<file path="src/rtl/cv_z80_bus_master.sv">
// Z80 bus initiator: turns one req/ack transaction into a T-state accurate memory or I/O bus cycle.
// Define CV_BUS_RFSH_EN to follow every memory cycle with a refresh pair driven from an R counter.
module cv_z80_bus_master #(
  parameter int IO_AUTO_WAIT = 1,
  parameter int RFSH_BITS    = 7
) (
  input  logic        clk_i,
  input  logic        reset_n_i,
  input  logic        clk_en_i,
  input  logic        req_i,
  input  logic        we_i,
  input  logic        io_i,
  input  logic [15:0] addr_i,
  input  logic [7:0]  wdata_i,
  output logic        ack_o,
  output logic [7:0]  rdata_o,
  output logic        busy_o,
  input  logic        wait_n_i,
  input  logic [7:0]  d_i,
  output logic [15:0] a_o,
  output logic [7:0]  d_o,
  output logic        d_oe_o,
  output logic        mreq_n_o,
  output logic        iorq_n_o,
  output logic        rd_n_o,
  output logic        wr_n_o,
  output logic        rfsh_n_o,
  output logic [2:0]  state_o
);

  // Handshake: req_i is taken on a clk_en_i edge in IDLE (or at the end of T3/RF2 for
  // back-to-back); ack_o is high for exactly the clk_i cycle on which T3 completes.
  typedef enum logic [2:0] {
    S_IDLE, S_T1, S_T2, S_TWA, S_TW, S_T3, S_RF1, S_RF2
  } state_t;

  localparam bit         HAS_AUTO = (IO_AUTO_WAIT > 0);
  localparam logic [1:0] TWA_LAST = 2'(IO_AUTO_WAIT - 1);

  if (IO_AUTO_WAIT < 0 || IO_AUTO_WAIT > 3) begin : g_bad_wait
    $error("IO_AUTO_WAIT must be 0..3");
  end
  if (RFSH_BITS < 1 || RFSH_BITS > 15) begin : g_bad_rfsh
    $error("RFSH_BITS must be 1..15");
  end

  state_t      state, state_nx;
  logic        we_q, io_q;
  logic [15:0] addr_q;
  logic [7:0]  wdata_q, rdata_q;
  logic [1:0]  twa_cnt;
  logic        bus_act, in_cyc;

`ifdef CV_BUS_RFSH_EN
  logic [RFSH_BITS-1:0] r_q;
`endif

  always_ff @(posedge clk_i or negedge reset_n_i) begin
    if (!reset_n_i) state <= S_IDLE;
    else if (clk_en_i) state <= state_nx;
  end

  always_comb begin
    state_nx = state;
    case (state)
      S_IDLE: if (req_i) state_nx = S_T1;
      S_T1:   state_nx = S_T2;
      S_T2: begin
        if (io_q && HAS_AUTO) state_nx = S_TWA;
        else if (!wait_n_i)   state_nx = S_TW;
        else                  state_nx = S_T3;
      end
      S_TWA:  if (twa_cnt == TWA_LAST) state_nx = wait_n_i ? S_T3 : S_TW;
      S_TW:   if (wait_n_i) state_nx = S_T3;
      S_T3: begin
`ifdef CV_BUS_RFSH_EN
        if (!io_q)      state_nx = S_RF1;
        else if (req_i) state_nx = S_T1;
        else            state_nx = S_IDLE;
`else
        state_nx = req_i ? S_T1 : S_IDLE;
`endif
      end
`ifdef CV_BUS_RFSH_EN
      S_RF1:  state_nx = S_RF2;
      S_RF2:  state_nx = req_i ? S_T1 : S_IDLE;
`endif
      default: state_nx = S_IDLE;
    endcase
  end

  // Transaction fields are captured only on entry to T1; later req_i/addr_i changes are ignored.
  always_ff @(posedge clk_i or negedge reset_n_i) begin
    if (!reset_n_i) begin
      we_q    <= 1'b0;
      io_q    <= 1'b0;
      addr_q  <= '0;
      wdata_q <= '0;
      rdata_q <= '0;
      twa_cnt <= '0;
`ifdef CV_BUS_RFSH_EN
      r_q     <= '0;
`endif
    end else if (clk_en_i) begin
      if (state_nx == S_T1) begin
        we_q    <= we_i;
        io_q    <= io_i;
        addr_q  <= addr_i;
        wdata_q <= wdata_i;
      end
      if (state == S_T2)       twa_cnt <= '0;
      else if (state == S_TWA) twa_cnt <= twa_cnt + 2'd1;
      if (state == S_T3 && !we_q) rdata_q <= d_i;
`ifdef CV_BUS_RFSH_EN
      if (state == S_RF2) r_q <= r_q + 1'b1;
`endif
    end
  end

  always_comb begin
    bus_act  = (state == S_T2) || (state == S_TWA) || (state == S_TW) || (state == S_T3);
    in_cyc   = (state == S_T1) || bus_act;
    a_o      = in_cyc ? addr_q : 16'h0000;
    d_oe_o   = in_cyc && we_q;
    d_o      = (in_cyc && we_q) ? wdata_q : 8'h00;
    mreq_n_o = !(bus_act && !io_q);
    iorq_n_o = !(bus_act && io_q);
    rd_n_o   = !(bus_act && !we_q);
    wr_n_o   = !(bus_act && we_q);
    rfsh_n_o = 1'b1;
`ifdef CV_BUS_RFSH_EN
    if (state == S_RF1 || state == S_RF2) begin
      a_o      = 16'(r_q);
      rfsh_n_o = 1'b0;
      mreq_n_o = (state != S_RF2);
    end
`endif
    ack_o    = (state == S_T3) && clk_en_i;
    // Read data is forwarded straight from the bus during the ack cycle, then held.
    rdata_o  = (ack_o && !we_q) ? d_i : rdata_q;
    busy_o   = (state != S_IDLE);
    state_o  = state;
  end

endmodule

</file>
<file path="config.mk">
export PLATFORM = sky130hd
export DESIGN_NAME = cv_z80_bus_master
export DESIGN_NICKNAME = d
export VERILOG_FILES = /design/src/rtl/cv_z80_bus_master.sv
export SDC_FILE = /design/constraint.sdc
export NUM_CORES = 1
export LEC_CHECK = 0
export BUFFER_PORTS_ARGS = -buffer_cell sky130_fd_sc_hd__buf_4
export CORE_MARGIN = 2
export CORE_UTILIZATION = 40
export CTS_CLUSTER_DIAMETER = 120
export DETAILED_ROUTE_END_ITERATION = 6
export PLACE_DENSITY = 0.72
export SLEW_MARGIN = 40
export SYNTH_ARGS = -nofsm -noshare
export SYNTH_HDL_FRONTEND = slang
export SYNTH_SLANG_ARGS = --single-unit
</file>
<file path="constraint.sdc">
create_clock -name clk_i -period 1.9 [get_ports clk_i]
set_input_delay 0.38 -clock clk_i [delete_from_list [all_inputs] [get_ports clk_i]]
set_output_delay 0.38 -clock clk_i [all_outputs]
set_load 0.05 [all_outputs]
</file>
**Word-level counts from Yosys, hierarchy flattened**

Index checks and enable logic that the tools add are counted.

- Register bits: 39
- Logic and storage cells: 51
- Output and inout port bits: 43

- Multiplexer cells: 12
- Eq/ne operators: 6
- Reduce and logical (&&, ||, !) cells: 25
- Add/subtract/negate cells: 1

Operator list:

| kind | count |
|---|---|
| case mux 3 bit (6 select lines) | 1 |
| two-way mux 16 bit | 1 |
| two-way mux 8 bit | 2 |
| two-way mux 3 bit | 4 |
| logical AND 1 bit | 8 |
| == test 3 x 1 -> 1 bit (second input constant) | 2 |
| == test 3 x 2 -> 1 bit (second input constant) | 2 |
| == test 3 bit (second input constant) | 2 |
| logical NOT 1 bit | 6 |
| AND reduction 2 bit | 3 |
| logical OR 1 bit | 4 |
| two-way mux 2 bit | 2 |
| logical NOT 3 bit | 1 |
| nonzero test 3 bit | 1 |
| adder 2 x 1 -> 2 bit (second input constant) | 1 |
| logical NOT 2 bit | 1 |
| two-way mux 1 bit | 2 |
| nonzero test 2 bit | 1 |

**Longest topological paths before layout**

- Depth after elaboration: 7
- Gate-level depth with buffers: 9

**Worst setup path before layout**

Ideal clock, no wire load.

- Kind: flip-flop to output port
- Start: register state[0], in the netlist state_o[0]
- End: output port rdata_o[0]
- Buffers on the path: 3
- Slack: -1204 ps
- Stages on the path, launching flop included: 8
- Arrival: 2724 ps
- Cell sequence: dfrtp_1 -> clkbuf_4 -> nand2_1 -> nor3b_2 -> nor2b_1 -> buf_2 -> buf_6 -> mux2_1

- Longest elaborated chain between the ends: 4

RTL lines:

| item | RTL line | RTL |
|---|---|---|
| start, declared | 47 | `state_t state, state_nx;` |
| start signal, assigned | 60 | `else if (clk_en_i) state <= state_nx;` |
| == test 3 bit | 138 | `ack_o = (state == S_T3) && clk_en_i;` |
| logical AND 1 bit | 138 |  |
| named net ack_o | 15 | `output logic ack_o,` |
| logical AND 1 bit | 140 | `rdata_o = (ack_o && !we_q) ? d_i : rdata_q;` |
| two-way mux 8 bit | 140 |  |
| end, declared | 16 | `output logic [7:0] rdata_o,` |

The timed path passes the listed nets, and every way through them passes these cells.

**Worst setup path after layout**

- Start: register state[0], in the netlist state_o[0]
- End: output port rdata_o[5]

- Longest elaborated chain between the ends: 4

RTL lines:

| item | RTL line |
|---|---|
| == test 3 bit | 138 |
| logical AND 1 bit | 138 |
| logical AND 1 bit | 140 |
| two-way mux 8 bit | 140 |

Every way passes these cells.

==> impl_metrics.csv <==
group,metric,value,unit
finish,layout_commonest_cell,"buf_4",
setup_path,slowest_stage,"dfrtp_2",
sta,fin_crit,2.16,ns
setup_path,cp-start-kind,"flip-flop",
placed_design,port_buffers,80,
finish,final_util,0.639,
hold_path,hold_class,"input pin to asynchronous set/reset pin",
yosys,synth_seq_area_share,0.478,
finish,drive_gt1_frac,0.732,
finish,most-common-layout-cells,"95 x buf_4, 36 x dfrtp_1, 28 x mux2_4, 17 x and2_2, 15 x mux2_2",
sta,finalClockSkew,0.00452,ns
floorplanning,io_pins,82,
clock_tree,clk-insertion-delay-late,0.29,ns
global_route,antenna_found_initial,0,
setup_path,cp.depth,6,
setup_path,crit_path_frequent_cell,"buf_6",
global_route,grt_pass1_wl,6.94,mm
setup_path,criticalPathCategory,"flip-flop to output port",
yosys,synth_seq_cells,39,
sta,report.final.slew_viol_count,0,
drt,drtAntennaViolNets,0,
yosys,netlist_instances,161,
clock_tree,numCtsBuffers,5,
floorplanning,core-area,0.00501,mm²
clock_tree,cts_sinks,39,
drt,initialDrtViolationCount,115,
outcome,status,"complete, but fails checks",
finish,area_delta_synth_final,56.8,%
finish,antennaDiodeCount,0,
global_route,overflow,0,
yosys,netlist_area,0.00204,mm²
drt,routed_wl,4.71,mm
sta,period_share,1.14,
floorplanning,die_y,75.5,µm
placed_design,place_congestion,0.824,
floorplanning,rows,26,
drt,drc_errors,0,
clock_tree,cts_tree,"done",
global_route,grt_pass1_vias,1485,
setup_path,worstPathArrival,1.78,ns
sta,max_clock_freq,0.462,GHz
sta,fin_ws,-0.265,ns
sta,setup_viol,63,
clock_tree,clockRootBuffer,"clkbuf_8",
placed_design,hpwlAfterDp,3.08,mm
global_route,grt_max_degree,40,
floorplanning,die_area,0.00570,mm²
clock_tree,path_clk_slew,0.08,ns
setup_path,cpPeakStageDelay,0.42,ns
drt,avgViaCountPerCell,4.73,
sta,rsz0062_at_grt,"true",
setup_path,crit_family,"simple AND/OR/NAND/NOR gates",
setup_path,required,1.52,ns
finish,nets,308,
yosys,synth_cell_types,36,
setup_path,cp_max_fo,6,
clock_tree,clockBufferDepth,2,
setup_path,crit_chain,"nand2_4, nor3b_4, nor2b_4, buf_6, mux2_4, buf_6",
placed_design,dpl_worst_slack,-0.0847,ns
drt,dr.pass1.iters,4,
drt,wl_per_cell,13.9,µm
drt,vias,1602,
setup_path,reg2reg_slack,-0.11,ns
finish,nFillCells,424,
setup_path,rr_endpoint,"addr_q[1]",
setup_path,ff2ff_path_depth,8,
yosys,avgSynthCellArea,12.7,µm²
setup_path,critPathCaptureType,"output port",
floorplanning,start_util,0.408,
yosys,syn_nets,201,
setup_path,r2r_start,"state_o[1]",
setup_path,crit_buf_inv,2,
sta,hold_viol,0,
floorplanning,die_w,75.5,µm
clock_tree,htreeDepth,2,
yosys,yosys_warnings,0,
global_route,grt.total_usage,0.163,
job,maxCapViolCount,0,
outcome,failed_checks,"setup timing",
[metal layers]
metal | up-vias | share of wire | track usage
met2 | 58 | 0.51 | 0.261
li1 | 769 | - | -
met1 | 766 | 0.41 | 0.211
met4 | 0 | 0.017 | 0.0702
met5 | - | 0 | 0
met3 | 9 | 0.062 | 0.0397
[cells in the mapped netlist, drive strengths merged]
| master | instances | area share |
|---|---|---|
| a21oi | 2 | 0.0049 |
| a31oi | 2 | 0.0061 |
| and2 | 17 | 0.052 |
| and3 | 8 | 0.024 |
| and4bb | 1 | 0.0061 |
| buf | 8 | 0.042 |
| clkbuf | 4 | 0.0092 |
| conb | 1 | 0.0018 |
| dfrtp | 39 | 0.48 |
| ha | 1 | 0.0061 |
| inv | 5 | 0.0092 |
| mux2 | 43 | 0.27 |
| nand2 | 9 | 0.017 |
| nand2b | 2 | 0.0061 |
| nand3 | 1 | 0.0024 |
| nand3b | 1 | 0.0037 |
| nand4 | 1 | 0.0031 |
| nor2 | 1 | 0.0018 |
| nor2b | 1 | 0.0031 |
| nor3 | 1 | 0.0024 |
| nor3b | 2 | 0.0098 |
| o211a | 1 | 0.0049 |
| o211ai | 1 | 0.0061 |
| o21a | 1 | 0.0037 |
| o21ai | 5 | 0.012 |
| o22ai | 1 | 0.0031 |
| or2b | 1 | 0.0037 |
| xor2 | 1 | 0.0043 |
[worst max path at each step]
stage | start | to | slack, ns
after global routing | state_o[0] | rdata_o[0] | -0.36
final | state_o[0] | rdata_o[5] | -0.26
after CTS | state_o[1] | rdata_o[6] | -0.25
after floorplan | state_o[0] | rdata_o[0] | -0.66
after global placement | clk_en_i | rdata_o[6] | -0.07
after detailed placement | clk_en_i | rdata_o[6] | -0.08
[flip-flops by register name, indices dropped and copies added (netlist names)]
name	cells
addr_q	16
io_q	1
rdata_q	8
state_o	3
twa_cnt	2
wdata_q	8
we_q	1
[worst register-to-register path, cell delays in order (launching register included)]
cell and delay, ns:
dfrtp_2 0.45, buf_4 0.15, buf_4 0.14, and4bb_1 0.19, a31oi_1 0.17, o211ai_2 0.14, o211a_4 0.20, buf_12 0.16
mux2_4 0.30
[logic make-up after synthesis]
group                    Yosys count  synth area share
other                              1           0.00184
flip-flops                        39             0.478
AO/OA/AOI/OAI                     13            0.0410
buffers and inverters             17            0.0600
XOR/XNOR                           1           0.00429
AND/OR/NAND/NOR                   46             0.135
multiplexers                      43             0.274
adder cells (fa/ha/maj)            1           0.00612
[through the flow]
stage                     hold slack [ns]  cells  instance area, µm²  TNS (ns)
after floorplan                    0.0844    161                2140     -9.18
after global placement              0.386    318                2880    -0.662
after detailed placement            0.394    318                2880    -0.763
after CTS                          0.0723    335                3130     -8.88
after global routing               0.0872    339                3200    -17.32
final                              0.0524    339                3200    -10.78
[cell type report]
type	count	area, µm²	area share
Clock inverter	3	43.8	0.0137
Inverter	5	18.8	0.00586
Sequential cell	39	980	0.306
Timing Repair Buffer	112	951	0.297
Tap cell	70	87.6	0.0273
Multi-Input combinational cell	105	1050	0.329
Clock buffer	5	68.8	0.0215
[what timing repair did]
action | CTS | global route
hold endpoints to repair | 0 | 0
gates resized for setup | 20 | 5
gates cloned | 1 | 1
setup buffers | 8 | 3
setup endpoints to repair | 49 | 63
pin swaps | 2 | 1
hold buffers | 0 | 0
Power is left out: the tool's default activity adds up to more than one toggle a clock period on the data nets, which glitch-free logic cannot reach.
